### config.mk
export PLATFORM = sky130hd
export DESIGN_NAME = kws_result_reporter_flat
export DESIGN_NICKNAME = d
export VERILOG_FILES = /design/src/rtl/kws_report_pkg.sv /design/src/rtl/kws_result_reporter_if.sv /design/src/rtl/kws_uart_tx.sv /design/src/rtl/kws_result_reporter.sv /design/src/flat_wrapper.sv
export SDC_FILE = /design/constraint.sdc
export NUM_CORES = 1
export LEC_CHECK = 0
export CAP_MARGIN = 20
export CORE_MARGIN = 2
export CORE_UTILIZATION = 46
export CTS_BUF_LIST = sky130_fd_sc_hd__clkbuf_8
export CTS_CLUSTER_SIZE = 40
export DETAILED_ROUTE_END_ITERATION = 8
export PLACE_DENSITY = 0.71
export SLEW_MARGIN = 0
export SYNTH_ARGS = -nofsm -noshare
export SYNTH_HDL_FRONTEND = slang
export SYNTH_SLANG_ARGS = --single-unit
### constraint.sdc
create_clock -name clk -period 3.4 [get_ports clk]
set_input_delay 0.68 -clock clk [delete_from_list [all_inputs] [get_ports clk]]
set_output_delay 0.68 -clock clk [all_outputs]
set_load 0.03 [all_outputs]
### src/rtl/kws_report_pkg.sv
// ============================================================================
// Module      : kws_report_pkg
// Description : Shared frame constants, state encodings and frame-byte helper
//               for the KWS result reporter.
// Revision    : 1.0 - initial release
// ============================================================================
`default_nettype none

package kws_report_pkg;

    localparam logic [7:0] FRAME_SYNC  = 8'hA5;
    localparam int         FRAME_BYTES = 4;
    localparam logic [7:0] NO_KEYWORD  = 8'hFF;

    typedef enum logic [2:0] {
        ST_IDLE   = 3'd0,
        ST_SCAN   = 3'd1,
        ST_DECIDE = 3'd2,
        ST_START  = 3'd3,
        ST_DATA   = 3'd4,
        ST_STOP   = 3'd5,
        ST_DONE   = 3'd6
    } rpt_state_t;

    typedef enum logic [2:0] {
        TX_IDLE   = 3'd0,
        TX_START  = 3'd1,
        TX_DATA   = 3'd2,
        TX_PARITY = 3'd3,
        TX_STOP   = 3'd4
    } tx_phase_t;

    // Byte 3 is the XOR checksum of the first three bytes.
    function automatic logic [7:0] frame_byte(input logic [1:0] sel,
                                              input logic [7:0] kw,
                                              input logic [7:0] pop);
        logic [7:0] b;
        case (sel)
            2'd0:    b = FRAME_SYNC;
            2'd1:    b = kw;
            2'd2:    b = pop;
            default: b = FRAME_SYNC ^ kw ^ pop;
        endcase
        return b;
    endfunction

endpackage

`default_nettype wire

### src/rtl/kws_result_reporter_if.sv
// ============================================================================
// Module      : kws_result_if
// Description : Detection vector plus one-cycle valid from the KWS core.
// Revision    : 1.0 - initial release
// ============================================================================
`default_nettype none

interface kws_result_if #(
    parameter int NUM_KEYWORDS = 10
);
    logic [NUM_KEYWORDS-1:0] kws_result;
    logic                    kws_valid;

    modport master (output kws_result, output kws_valid);
    modport slave  (input  kws_result, input  kws_valid);
endinterface

`default_nettype wire

### src/rtl/kws_uart_tx.sv
// ============================================================================
// Module      : kws_uart_tx
// Description : Byte UART transmitter with start/ready handshake; 8N1, or 8E1
//               when KWS_REPORT_PARITY_EN is defined.
// Revision    : 1.0 - initial release
// ============================================================================
`default_nettype none

module kws_uart_tx
    import kws_report_pkg::*;
#(
    parameter int CLK_DIV = 434
) (
    input  wire logic       clk,
    input  wire logic       rst_n,
    input  wire logic       start,
    input  wire logic [7:0] data,
    output logic            ready,
    output logic            tx,
    output tx_phase_t       phase
);

    localparam int            CW         = (CLK_DIV > 1) ? $clog2(CLK_DIV) : 1;
    localparam logic [CW-1:0] C_LAST_CNT = CW'(CLK_DIV - 1);

    tx_phase_t     r_phase;
    logic [CW-1:0] r_cnt;
    logic [2:0]    r_bit;
    logic [7:0]    r_shift;
    logic          r_tx;
    logic          w_bit_end;
`ifdef KWS_REPORT_PARITY_EN
    logic          r_par;
`endif

    assign w_bit_end = (r_cnt == C_LAST_CNT);
    // Ready in the last stop-bit cycle lets the next byte follow with no gap.
    assign ready     = (r_phase == TX_IDLE) || ((r_phase == TX_STOP) && w_bit_end);
    assign tx        = r_tx;
    assign phase     = r_phase;

    always_ff @(posedge clk or negedge rst_n) begin
        if (!rst_n) begin
            r_phase <= TX_IDLE;
            r_cnt   <= '0;
            r_bit   <= '0;
            r_shift <= '0;
            r_tx    <= 1'b1;
`ifdef KWS_REPORT_PARITY_EN
            r_par   <= 1'b0;
`endif
        end else begin
            r_cnt <= (w_bit_end || (r_phase == TX_IDLE)) ? '0 : r_cnt + 1'b1;
            if (start && ready) begin
                r_phase <= TX_START;
                r_shift <= data;
                r_bit   <= '0;
                r_tx    <= 1'b0;
`ifdef KWS_REPORT_PARITY_EN
                r_par   <= ^data;
`endif
            end else if (w_bit_end) begin
                case (r_phase)
                    TX_START: begin
                        r_phase <= TX_DATA;
                        r_tx    <= r_shift[0];
                        r_shift <= r_shift >> 1;
                    end
                    TX_DATA: begin
                        if (r_bit == 3'd7) begin
`ifdef KWS_REPORT_PARITY_EN
                            r_phase <= TX_PARITY;
                            r_tx    <= r_par;
`else
                            r_phase <= TX_STOP;
                            r_tx    <= 1'b1;
`endif
                        end else begin
                            r_bit   <= r_bit + 3'd1;
                            r_tx    <= r_shift[0];
                            r_shift <= r_shift >> 1;
                        end
                    end
`ifdef KWS_REPORT_PARITY_EN
                    TX_PARITY: begin
                        r_phase <= TX_STOP;
                        r_tx    <= 1'b1;
                    end
`endif
                    default: begin
                        r_phase <= TX_IDLE;
                        r_tx    <= 1'b1;
                    end
                endcase
            end
        end
    end

endmodule

`default_nettype wire

### src/rtl/kws_result_reporter.sv
// ============================================================================
// Module      : kws_result_reporter
// Description : Scans KWS detection vectors, suppresses repeats and reports
//               each winner as a 4-byte UART frame. KWS_REPORT_PARITY_EN
//               selects 8E1 framing.
// Revision    : 1.0 - initial release
// ============================================================================
`default_nettype none

module kws_result_reporter
    import kws_report_pkg::*;
#(
    parameter int NUM_KEYWORDS = 10,
    parameter int CLK_DIV      = 434,
    parameter int HOLDOFF      = 4
) (
    input  wire logic    clk,
    input  wire logic    rst_n,
    kws_result_if.slave  res,
    output logic         tx,
    output logic         busy,
    output logic         report_done,
    output logic [7:0]   last_keyword,
    output logic [7:0]   dropped_cnt
);

    rpt_state_t              r_state;
    logic [NUM_KEYWORDS-1:0] r_vec;
    logic [7:0]              r_idx;
    logic                    r_found;
    logic [7:0]              r_kw;
    logic [7:0]              r_pop;
    logic [7:0]              r_holdoff;
    logic [7:0]              r_last;
    logic [7:0]              r_dropped;
    logic                    r_busy;
    logic                    r_done;
    logic [1:0]              r_byte;

    logic       w_xmit;
    logic       w_next_byte;
    logic       w_tx_start;
    logic [1:0] w_tx_sel;
    logic [7:0] w_tx_data;
    logic       w_tx_ready;
    tx_phase_t  w_tx_phase;

    assign w_xmit      = (r_state == ST_DECIDE) && r_found &&
                         !((r_kw == r_last) && (r_holdoff != 8'd0));
    assign w_next_byte = (r_state == ST_STOP) && w_tx_ready &&
                         (r_byte != 2'(FRAME_BYTES - 1));
    assign w_tx_start  = w_xmit || w_next_byte;
    assign w_tx_sel    = (r_state == ST_DECIDE) ? 2'd0 : r_byte + 2'd1;
    assign w_tx_data   = frame_byte(w_tx_sel, r_kw, r_pop);

    assign busy         = r_busy;
    assign report_done  = r_done;
    assign last_keyword = r_last;
    assign dropped_cnt  = r_dropped;

    kws_uart_tx #(
        .CLK_DIV (CLK_DIV)
    ) u_uart_tx (
        .clk   (clk),
        .rst_n (rst_n),
        .start (w_tx_start),
        .data  (w_tx_data),
        .ready (w_tx_ready),
        .tx    (tx),
        .phase (w_tx_phase)
    );

    always_ff @(posedge clk or negedge rst_n) begin
        if (!rst_n) begin
            r_state   <= ST_IDLE;
            r_vec     <= '0;
            r_idx     <= '0;
            r_found   <= 1'b0;
            r_kw      <= '0;
            r_pop     <= '0;
            r_holdoff <= '0;
            r_last    <= NO_KEYWORD;
            r_dropped <= '0;
            r_busy    <= 1'b0;
            r_done    <= 1'b0;
            r_byte    <= '0;
        end else begin
            r_done <= 1'b0;
            if (res.kws_valid && (r_state != ST_IDLE) && (r_dropped != 8'hFF))
                r_dropped <= r_dropped + 8'd1;

            case (r_state)
                ST_IDLE: begin
                    if (res.kws_valid) begin
                        r_vec   <= res.kws_result;
                        r_idx   <= '0;
                        r_pop   <= '0;
                        r_found <= 1'b0;
                        r_kw    <= '0;
                        r_busy  <= 1'b1;
                        r_state <= ST_SCAN;
                    end
                end
                ST_SCAN: begin
                    // Vector shifts down so bit 0 is always the one under test.
                    r_vec <= r_vec >> 1;
                    if (r_vec[0]) begin
                        r_pop <= r_pop + 8'd1;
                        if (!r_found) begin
                            r_found <= 1'b1;
                            r_kw    <= r_idx;
                        end
                    end
                    r_idx <= r_idx + 8'd1;
                    if (r_idx == 8'(NUM_KEYWORDS - 1))
                        r_state <= ST_DECIDE;
                end
                ST_DECIDE: begin
                    if (w_xmit) begin
                        r_last    <= r_kw;
                        r_holdoff <= 8'(HOLDOFF);
                        r_byte    <= '0;
                        r_state   <= ST_START;
                    end else begin
                        if (r_holdoff != 8'd0)
                            r_holdoff <= r_holdoff - 8'd1;
                        r_busy  <= 1'b0;
                        r_state <= ST_IDLE;
                    end
                end
                ST_START: begin
                    if (w_tx_phase == TX_DATA)
                        r_state <= ST_DATA;
                end
                ST_DATA: begin
                    if (w_tx_phase == TX_STOP)
                        r_state <= ST_STOP;
                end
                ST_STOP: begin
                    if (w_tx_ready) begin
                        if (r_byte == 2'(FRAME_BYTES - 1)) begin
                            r_busy  <= 1'b0;
                            r_done  <= 1'b1;
                            r_state <= ST_DONE;
                        end else begin
                            r_byte  <= r_byte + 2'd1;
                            r_state <= ST_START;
                        end
                    end
                end
                default: begin
                    r_state <= ST_IDLE;
                end
            endcase
        end
    end

endmodule

`default_nettype wire

### src/flat_wrapper.sv
// flat-port wrapper written by rule: the top's interface ports become plain ports
module kws_result_reporter_flat import kws_report_pkg::*;
#(
    parameter int NUM_KEYWORDS = 10,
    parameter int CLK_DIV      = 434,
    parameter int HOLDOFF      = 4
)
  (clk, rst_n, tx, busy, report_done, last_keyword, dropped_cnt, res_kws_result, res_kws_valid);
  kws_result_if #(.NUM_KEYWORDS(NUM_KEYWORDS)) res_i ();
  input  wire logic clk;
  input  wire logic rst_n;
  output logic tx;
  output logic busy;
  output logic report_done;
  output logic [7:0] last_keyword;
  output logic [7:0] dropped_cnt;
  input wire logic [$bits(res_i.kws_result)-1:0] res_kws_result;
  input wire logic [$bits(res_i.kws_valid)-1:0] res_kws_valid;
  assign res_i.kws_result = res_kws_result;
  assign res_i.kws_valid = res_kws_valid;
  kws_result_reporter #(.NUM_KEYWORDS(NUM_KEYWORDS), .CLK_DIV(CLK_DIV), .HOLDOFF(HOLDOFF)) u_core (.clk(clk), .rst_n(rst_n), .res(res_i), .tx(tx), .busy(busy), .report_done(report_done), .last_keyword(last_keyword), .dropped_cnt(dropped_cnt));
endmodule
==> key figures <==
Synthesis
  – Yosys cell types: between 50 and 60
  – Syn_area_per_cell: 9.90 um2
  – Synthesized area: about 4500 um2
  – Simple-Gate Fraction of Synth Area: 20.7%
  – Async SR Flop Fraction: 100%
  – Main combinational cell family by area after synthesis: simple AND/OR/NAND/NOR gates
  – Post-Synth Adder-Cell Area: 2.79%
  – Mapped Nets: 476
  – XOR/XNOR Fraction of Synth Area: under 10%
  – Synthesized instance count: 453
  – Post-synthesis compound-gate area fraction: 12.8%
  – Sequential area share after synthesis: 50.5%
  – Yosys reg bits: 90
  – Post-synth EDFFs: 0
  – Top_reg_cell synth: dfrtp_1
  – YS warnings: 0
  – Post-synthesis mux area share: 3.38%

Floorplan
  – CORE AREA: 9640 um2
  – Row Count: 36
  – Chip Width: 103 um
  – DIE HEIGHT: between 100 and 150 um
  – Starting Density: 46.5%
  – I/O pins: 32
  – Die footprint: ~11000 um2

Power
  – Switch share: 38.2%
  – Comb pwr share: 37.2%
  – P_leak: 2.18 nW
  – Int Power: 2.65 mW
  – Sequential power share: 41.8%
  – Clk pwr share: roughly a fifth
  – VDD IR-drop max: 0.000396 V
  – Power per cell area: roughly 820 nW/um2
  – Sw power: 1.63 mW

Timing
  – Clock Skew: 8.41 ps
  – Final hold vios: 0
  – F_max: roughly 0.4 GHz
  – Fin Hold WS: 391 ps
  – Fin crit share: 73.8%
  – Final Slew Violations: 0
  – Min cycle time layout: 2510 ps
  – Setup TNS: 0 ps
  – Setup violators final: 0
  – RSZ-0062 raised after global routing: no
  – Worst slew margin: between 40% and 50%
  – Slew @ Worst Pin: roughly 770 ps

Setup path
  – Crit path cell chain: or3b_2 > nor2_1 > nor2_1 > o21ai_0 > o21ai_0
  – CP startpoint kind: register
  – FF-to-FF Start: u_core.r_state[0]$_DFFE_PN0P_
  – Crit path kind: reg2reg
  – Worst Path Max Fanout: 21
  – Worst EP required: 3640 ps
  – Crit path from: u_core.r_state[0]$_DFFE_PN0P_
  – Crit end category: register
  – Slowest stage cell, crit path: or3b_2
  – Crit-path max cell delay: 700 ps
  – Arr. time, crit path: 2750 ps

Clocking
  – Post-CTS Hold Buffers: 0
  – Cts bufs inserted: 9
  – Clk root buf: clkbuf_8
  – CTS clk-pin slew, worst paths: 90 ps
  – CTS H-tree depth: 3
  – Gates resized, CTS repair: 0
  – Max Root-Sink Buffers: 2
  – Setup bufs post-CTS: 0
  – Clk_lat worst skew: around 360 ps
  – Clock Sinks: 90
  – CTS tree: done

Layout
  – Antenna Cells: 0
  – Share of cells above drive strength 1: 11.2%
  – Layout fillers: 869
  – Final instance area: 5190 um2
  – Area of the multi-input gates: 2120 um2
  – Layout area overhead: 15.8%
  – FF+latch area: 2260 um2
  – Layout net count: approximately 510

Hold path
  – Hold Path Class: in2async

Placed design
  – Post-DP Area: 4940 um2
  – Post-DP HPWL: 6170 um
  – Routability-driven placement congestion ratio: 0.821
  – Port buffer count: 31

GRT
  – First-pass GRT wire length: 15000 um
  – Vias in the first global route: about 3200
  – Tot GR Track Use: roughly 18%
  – GR Overflow Total: 0
  – Largest net degree at the start of global routing: 62
  – Initial antenna violation count: 0

Routing
  – DR pass1 iterations: 4
  – DRC viols: 0
  – 1st-iter DRT viols: 131
  – DR WL/cell: 14.3 um
  – Wirelength, routed: 8880 um
  – Via density: 5.33
  – Total vias in the final route: 3316
  – Routed Antenna Nets: 0

Run
  – Max_cap viols: 0

Outcome
  – Status: finished, final reports clean
==> layer usage <==
| layer | track usage, % | up-vias | share of wire [%] |
|---|---|---|---|
| met5 | 0 | - | 0 |
| met4 | 9.01 | 0 | 2.3 |
| met3 | 2.64 | 14 | 2.2 |
| met2 | 28.5 | 43 | 48 |
| met1 | 24.8 | 1611 | 48 |
| li1 | - | 1648 | - |
==> flip-flops by register name, indices dropped and copies added (netlist names), 2 cells and up <==
name and flops:
u_core.r_pop 8, u_core.r_idx 8, u_core.dropped_cnt 8, u_core.r_kw 8, u_core.u_uart_tx.phase 3, u_core.u_uart_tx.r_shift 8, u_core.r_byte 2, u_core.u_uart_tx.r_bit 3
u_core.u_uart_tx.r_cnt 9, u_core.r_state 3, u_core.r_vec 10, u_core.r_holdoff 8, u_core.last_keyword 8
==> placed cells by master, fill, tap and decap left out, types with 2 or more instances in the layout <==
master and count:
nor3_1 7, dfrtp_1 81, a2bb2oi_1 4, nor3b_1 2, o21ai_0 33, o31a_1 3, or3_1 2, o22ai_1 10
inv_1 9, xor2_1 7, a31oi_1 3, or2_2 2, mux2_2 9, a21oi_2 2, nand4_1 10, ha_1 10
clkbuf_8 11, o31ai_1 5, a21oi_1 6, nand3b_1 2, a21o_1 3, nor2b_1 3, nand2b_1 7, buf_4 5
nand3_1 11, mux2i_1 5, o21ai_1 3, bufinv_16 3, nor4_1 3, o22a_1 4, clkdlybuf4s50_1 30, clkinv_2 2
dfstp_2 9, xnor2_1 32, and2_1 3, nor2_1 65, nand2_1 53, and3_1 8
==> Yosys cell counts, drive strengths merged, types with 4 or more instances <==
| cell | number | area [um2] |
|---|---|---|
| a21oi | 8 | 47.6 |
| a2bb2oi | 4 | 35.0 |
| and3 | 8 | 50.1 |
| buf | 4 | 22.5 |
| clkbuf | 12 | 45.0 |
| dfrtp | 81 | 2030 |
| dfstp | 9 | 236 |
| ha | 10 | 125 |
| inv | 9 | 33.8 |
| mux2 | 9 | 101 |
| mux2i | 5 | 50.1 |
| nand2 | 53 | 199 |
| nand2b | 7 | 43.8 |
| nand3 | 11 | 55.1 |
| nand4 | 10 | 62.6 |
| nor2 | 65 | 244 |
| nor3 | 8 | 45.0 |
| o21ai | 37 | 196 |
| o22a | 4 | 35.0 |
| o22ai | 11 | 75.1 |
| o31ai | 5 | 37.5 |
| xnor2 | 32 | 280 |
| xor2 | 7 | 61.3 |
==> logic make-up (layout without fill, tap and decap cells) <==
kind of cell               count (synthesis)  in the layout
DFF                                       90             90
buffers and inverters                     25             61
and+or+nand+nor                          190            190
adders and majority gates                 10             10
AOI/OAI and AO/OA                         85             85
muxes                                     14             14
xor gates and xnor gates                  39             39
==> stage by stage <==
stage / util [%] / setup slack (ps) / total power, mW / instances
detailed placement: 51.3 / 784 / 3.41 / 606
CTS: 53.9 / 889 / 4.31 / 622
global route: 53.9 / 622 / 4.59 / 622
global placement: 51.3 / 808 / 3.33 / 606
finish: 53.9 / 890 / 4.28 / 622
floorplan: - / 1220 / 2.92 / 453
==> power groups by stage <==
stage                     combinational [mW]  sequential [mW]  clock, mW
after CTS                               1.61             1.79      0.917
final                                   1.59             1.79      0.898
after global routing                    1.77             1.85      0.964
after global placement                  1.54             1.79          0
after detailed placement                1.60             1.81          0
after floorplan                         1.10             1.82          0
==> worst paths after layout <==
| check | cells after the start | endpoint | slack [ps] |
|---|---|---|---|
| worst max-delay path | 5 | u_core.r_pop[4]$_DFFE_PN0P_ | 890 |
| worst min-delay path | 1 | u_core.r_holdoff[0]$_DFFE_PN0P_ | 390 |
| worst max register to register | 5 | u_core.r_pop[4]$_DFFE_PN0P_ | 890 |
| worst min register to register | 1 | u_core.dropped_cnt[6]$_DFFE_PN0P_ | 500 |
| max in group asynchronous | 2 | u_core.dropped_cnt[3]$_DFFE_PN0P_ | 2360 |
| min in group clk | 1 | u_core.dropped_cnt[6]$_DFFE_PN0P_ | 500 |
==> cell type report <==
type | count | share of cell area [%]
Inverter | 9 | 0.650
Sequential cell | 90 | 43.6
Clock buffer | 11 | 2.91
Clock inverter | 5 | 1.93
Tap cell | 133 | 3.20
Multi-Input combinational cell | 338 | 40.8
Timing Repair Buffer | 36 | 6.89
==> critical path, delay by kind of cell, from the launching register on <==
family,cells,cell delay (ps)
AND/OR/NAND/NOR,3,1430
AO/OA/AOI/OAI,2,290
flip-flops,1,670
(Power assumes the default switching activity.)
